[config.mk]
export PLATFORM = sky130hd
export DESIGN_NAME = fifo_reader
export DESIGN_NICKNAME = d
export VERILOG_FILES = /design/src/rtl/fifo_reader.sv
export SDC_FILE = /design/constraint.sdc
export NUM_CORES = 1
export LEC_CHECK = 0
export BUFFER_PORTS_ARGS = -buffer_cell sky130_fd_sc_hd__buf_2
export CAP_MARGIN = 40
export CORE_ASPECT_RATIO = 1.5
export CORE_MARGIN = 2
export CORE_UTILIZATION = 53
export CTS_CLUSTER_SIZE = 12
export DETAILED_ROUTE_END_ITERATION = 8
export HOLD_SLACK_MARGIN = 0.08
export MAX_ROUTING_LAYER = met4
export PLACE_DENSITY_LB_ADDON = 0.12
export SYNTH_ARGS = -nofsm -noshare
export SYNTH_HDL_FRONTEND = slang
export SYNTH_SLANG_ARGS = --single-unit
[constraint.sdc]
create_clock -name clk -period 2.39 [get_ports clk]
set_input_delay 0.1195 -clock clk [delete_from_list [all_inputs] [get_ports clk]]
set_output_delay 0.1195 -clock clk [all_outputs]
set_load 0.05 [all_outputs]
[src/rtl/fifo_reader.sv]
// fifo_reader: pops a synchronous FIFO and re-times its one-cycle read latency through a
// 2-entry buffer into a valid/ready stream. Define FIFO_READER_CHECK_EN to build the err checker.
module fifo_reader #(
    parameter int FIFO_WIDTH = 16,
    parameter int CNT_WIDTH  = 16
) (
    input  logic                  clk,
    input  logic                  rst,
    input  logic                  enable,
    input  logic                  empty,
    input  logic                  underflow,
    input  logic [FIFO_WIDTH-1:0] data_out,
    output logic                  rd_en,
    output logic                  m_valid,
    input  logic                  m_ready,
    output logic [FIFO_WIDTH-1:0] m_data,
    output logic [CNT_WIDTH-1:0]  rd_count,
    output logic                  err
);

    logic [1:0]            occ;
    logic                  inflight;
    logic                  wr_ptr;
    logic                  rd_ptr;
    logic [FIFO_WIDTH-1:0] data_buf [2];
    logic                  pop;
    logic [1:0]            level;

    // Words buffered or already requested after this cycle's pop; a read is only issued
    // when the buffer is guaranteed a free slot for its returning data.
    assign pop     = m_valid && m_ready;
    assign level   = occ + {1'b0, inflight} - {1'b0, pop};
    assign rd_en   = !rst && enable && !empty && (level < 2'd2);
    assign m_valid = (occ != 2'd0);
    assign m_data  = data_buf[rd_ptr];

    always_ff @(posedge clk) begin
        if (rst) begin
            occ         <= 2'd0;
            inflight    <= 1'b0;
            wr_ptr      <= 1'b0;
            rd_ptr      <= 1'b0;
            data_buf[0] <= '0;
            data_buf[1] <= '0;
            rd_count    <= '0;
        end else begin
            if (inflight) begin
                data_buf[wr_ptr] <= data_out;
                wr_ptr           <= ~wr_ptr;
            end
            if (pop) begin
                rd_ptr   <= ~rd_ptr;
                rd_count <= rd_count + CNT_WIDTH'(1);
            end
            occ      <= level;
            inflight <= rd_en;
        end
    end

`ifdef FIFO_READER_CHECK_EN
    logic err_q;

    // Sticky: the FIFO refused a read we issued, or we tried to read an empty FIFO.
    always_ff @(posedge clk) begin
        if (rst) begin
            err_q <= 1'b0;
        end else if ((inflight && underflow) || (rd_en && empty)) begin
            err_q <= 1'b1;
        end
    end

    assign err = err_q;
`else
    logic unused_underflow;

    assign unused_underflow = underflow;
    assign err              = 1'b0;
`endif

endmodule
### Yosys cells after proc, flatten, opt, wreduce, memory -nomap -nowiden

Memory sizes are Yosys's and may differ from the RTL's. A register that Yosys moved wholly into a read port is not among the register bits.
Cells that the tools add are included.

* reduce and logical (&&, ||, !) cells: 8
* order comparisons: 1
* bitwise gates (word level): 2
* add/subtract/negate cells: 3
* muxes and demuxes: 10

Operator list (count)
* 16-bit by 1-bit adder with 16-bit output, second input constant: 1
* 16-bit two-way mux: 1
* 16-bit OR reduction: 1
* 1-bit two-way mux: 9
* 1-bit logical AND: 4
* 2-bit by 1-bit adder with 2-bit output: 1
* 1-bit zero test: 2
* 2-bit less-than comparator, second input constant: 1
* 1-bit NOT: 2
* 2-bit nonzero test: 1
* 2-bit by 1-bit subtractor with 2-bit output: 1

* bits of input ports: 22
* flip-flop bits (word level): 21
* memories kept: 1
* word-level logic and storage cells: 30
* memory bits (writable): 32
* output and inout bits: 35

Memory list
* data_buf: words 2, width 16, rd ports 1, clocked after Yosys merged registers in 1, write ports 2, RTL line 25 `logic [FIFO_WIDTH-1:0] data_buf [2];`

### Longest topological paths before layout

* depth in word-level cells: 5
* gate-level depth with buffers: 9

### Worst setup path before layout

No wires, ideal clock.

* path kind: register -> output
* start: register occ[1]
* end: output rd_en
* data required time: 2.271 ns
* arrival: 3.373 ns
* path buffers: 0
* cell stages (with the launch flop): 10
* path slack: -1.103 ns
* cell sequence: dfxtp_1 -> or2_2 -> nand2_1 -> inv_1 -> ha_1 -> inv_1 -> ha_1 -> xnor2_1 -> xnor2_1 -> nor4b_1

* longest elaborated chain between the ends: 5

RTL lines
* start, declared: RTL line 21 `logic [1:0] occ;`
* start signal, assigned: RTL line 55 `occ <= level;`
* 2-bit nonzero test: RTL line 34 `assign m_valid = (occ != 2'd0);`
* named net m_valid: RTL line 14 `output logic m_valid,`
* 1-bit logical AND: RTL line 31 `assign pop = m_valid && m_ready;`
* named net pop: RTL line 26 `logic pop;`
* 2-bit by 1-bit subtractor with 2-bit output: RTL line 32 `assign level = occ + {1'b0, inflight} - {1'b0, pop};`
* 2-bit less-than comparator: RTL line 33 `assign rd_en = !rst && enable && !empty && (level < 2'd2);`
* 1-bit logical AND: RTL line 33
* end, declared: RTL line 13 `output logic rd_en,`

The timed path passes the listed nets, and every way through them passes these cells.

### Worst setup path in the final report

* start: register occ[1]
* end: output rd_en

* longest elaborated chain between the ends: 5

RTL lines (RTL line)
* 2-bit nonzero test: 34
* 1-bit logical AND: 31
* named net pop: 26
* 2-bit by 1-bit subtractor with 2-bit output: 32
* 2-bit less-than comparator: 33
* 1-bit logical AND: 33

The timed path passes the listed nets, and every way through them passes these cells.

==> results.json <==
{
  "io_pins": 57,
  "reg2reg_to": "inflight$_SDFF_PP0_",
  "vdd_drop_max_mv": 0.713,
  "hold_path_class": "in2reg",
  "p_leak_uw": 0.00123,
  "fin_cells": 305,
  "cts-buffers-inserted": 5,
  "tritoncts": "yes",
  "dr.pass1.iters": 4,
  "hold_start": "enable",
  "die-area_um2": 5030,
  "yosys.area.top_type": "edfxtp_1",
  "worstMarginPinSlew_ns": 0.762,
  "ys_ff_latch": 54,
  "clock.fmax_ghz": 0.424,
  "worstPathArrival_ns": 2.24,
  "power_density_nw_per_um2": 860,
  "syn_area_per_cell_um2": 11.9,
  "cpPeakStageDelay_ns": 0.35,
  "antenna_left": 0,
  "synth-edff-count": 32,
  "reg2reg_from": "occ[1]$_SDFF_PP0_",
  "synth.distinct_cells": 33,
  "synth_warnings": 0,
  "overflow": 0,
  "ys.flop_type": "edfxtp_1",
  "port_buffers": 54,
  "synth_area_leaders": "edfxtp_1, dfxtp_1, and2_1",
  "holdPathStages": 2,
  "worst_r2r_path_depth": 10,
  "placed_cells": 293,
  "die_h_um": 85.8,
  "grtUsageMet2": 0.327,
  "pwr-share-seq": 0.446,
  "clk_pin_slew_ns": 0.09,
  "fp.dieW_um": 58.6,
  "synth_commonest_cells": "and2_1, edfxtp_1, dfxtp_1, mux2_2, nor2_1",
  "via_count": 1597,
  "synth_top_area_frac": 0.406,
  "finalCritPeriodShare": 0.987,
  "grt_max_degree": 30,
  "cap_violations": 0,
  "crit_buf_inv": 3,
  "finalHoldViolCount": 0,
  "endpoint_kind": "output pin",
  "gp_congestion": 0.782,
  "grt_pass1_wl_um": 6760,
  "wl_per_cell_um": 13.8,
  "crit_slowest_cell": "dfxtp_4",
  "cp_top_family": "simple AND/OR/NAND/NOR gates",
  "clkSinkCount": 54,
  "critical_path_class": "reg2out",
  "drcViolationCount": 0,
  "p_comb_frac": 0.341,
  "crit_chain": "or2_4 > nand2_4 > inv_2 > ha_4 > inv_2 > ha_4 > xnor2_4 > xnor2_2 > nor4b_4 > buf_6",
  "cp-start-kind": "register",
  "sw_frac_of_total": 0.360,
  "slew_headroom": 0.490,
  "p_int_uw": 1590,
  "dpl.hpwl_um": 2810,
  "synth-seq-area-share": 0.592,
  "clock_skew_ns": 0.00386,
  "ys_async_sr_fraction": 0,
  "syn_inst": 199,
  "grt_pass1_vias": 1540,
  "fin_setup_tns_ns": 0,
  "area_delta_synth_final_pct": 22.3,
  "pwr-share-clk": 0.212,
  "whs_endpoint": "inflight$_SDFF_PP0_",
  "synth_area_um2": 2370,
  "track_usage": 0.183,
  "final_area_um2": 2890,
  "h-tree-depth": 2,
  "diodes": 0,
  "grtUsageMet1": 0.183,
  "grt-busiest-layer": "met2",
  "antenna_found_initial": 0,
  "setup_viol": 0,
  "synth_nets": 224,
  "via_per_inst": 5.24,
  "root_buffer": "clkbuf_8",
  "insertion_delay_ns": 0.31,
  "core-area_um2": 4250,
  "switchingPower_uw": 896,
  "max-clock-path-buffers": 2,
  "first_iter_violations": 14,
  "nets": 283,
  "r2r_slack_ns": 0.46,
  "rsz0062_at_grt": "true",
  "period_needed_ns": 2.36,
  "cp_max_fo": 2,
  "start_util": 0.557,
  "drive_above_1_share": 0.386,
  "placed_cell_area_um2": 2700,
  "use_met3": 0.0468,
  "crit_required_ns": 2.27,
  "drv_slew": 0,
  "drt_wl_total_um": 4220,
  "num_rows": 29,
  "status": "completed"
}
timing repair:
item,in CTS,in global routing
endpoints found under the hold margin,1,0
cloned,0,0
endpoints found under the setup margin,1,1
pin swaps,2,4
hold buffers,1,0
gates resized for setup,8,6
buffers inserted,1,2
power groups by stage:
| stage | sequential [uW] | combinational, uW | clock (uW) |
|---|---|---|---|
| floorplan | 1150 | 601 | 0 |
| global route | 1120 | 903 | 568 |
| CTS | 1110 | 812 | 534 |
| detailed placement | 1130 | 782 | 0 |
| global placement | 1130 | 778 | 0 |
| finish | 1110 | 849 | 528 |
flip-flops by register name, summed over array words and instances (netlist names), named ones only:
register and flops:
rd_ptr 1, rd_count 16, data_buf 32, occ 2, wr_ptr 1, inflight 1
per-layer routing:
metal / part of all wire / vias to the layer above
met5: 0 / -
met4: 0.020 / 0
met3: 0.049 / 7
met2: 0.53 / 36
met1: 0.40 / 745
li1: - / 809
kinds of logic (layout without fill, tap and decap cells):
kind of cell             count (synthesis)  after routing  share of synthesized area
multiplexers                            18             18                     0.0851
AND/OR/NAND/NOR                         81             81                      0.199
buffers and inverters                   15             75                     0.0254
AO/OA/AOI/OAI                           16             16                     0.0397
adder cells (fa/ha/maj)                  3              3                     0.0159
flip-flops                              54             54                      0.592
other                                    1              1                    0.00158
XOR/XNOR                                11             11                     0.0407
worst max path at each step:
stage                                 start     to  slack (ns)  cells after the start
after floorplan           occ[1]$_SDFF_PP0_  rd_en       0.009                      9
after global placement    occ[1]$_SDFF_PP0_  rd_en        0.19                     10
after detailed placement  occ[1]$_SDFF_PP0_  rd_en        0.16                     10
after CTS                 occ[1]$_SDFF_PP0_  rd_en       0.001                     10
after global routing      occ[1]$_SDFF_PP0_  rd_en       -0.04                     10
final                     occ[1]$_SDFF_PP0_  rd_en        0.03                     10
final cells by class:
class	count	area, um^2
sequential	54	1410
fill	346	1350
multi-input combinational	130	981
timing repair buffer	61	332
clock buffer	6	82.6
tap	46	57.6
inverter	6	22.5
clock inverter	2	12.5
placed cells by master, fill, tap and decap left out, types with 5 or more instances in the layout:
| cell | n |
|---|---|
| nor2_1 | 13 |
| nand3_1 | 5 |
| o21ai_0 | 6 |
| a21oi_1 | 6 |
| xor2_1 | 6 |
| nand2_1 | 5 |
| mux2_2 | 17 |
| edfxtp_1 | 32 |
| clkbuf_8 | 6 |
| buf_4 | 6 |
| dfxtp_1 | 20 |
| buf_2 | 53 |
| and2_1 | 32 |
per-stage QoR:
stage	total power (uW)	util	setup WS, ns	hold WS (ns)
3_5_place_dp	1910	0.636	0.157	0.341
5_1_grt	2590	0.682	-0.0432	0.0867
2_1_floorplan	1750	-	0.00946	0.199
6_report	2490	0.682	0.0306	0.0818
3_3_place_gp	1900	0.636	0.192	0.338
4_1_cts	2450	0.670	0.00108	0.0801
Power figures use the tool's default switching activity.
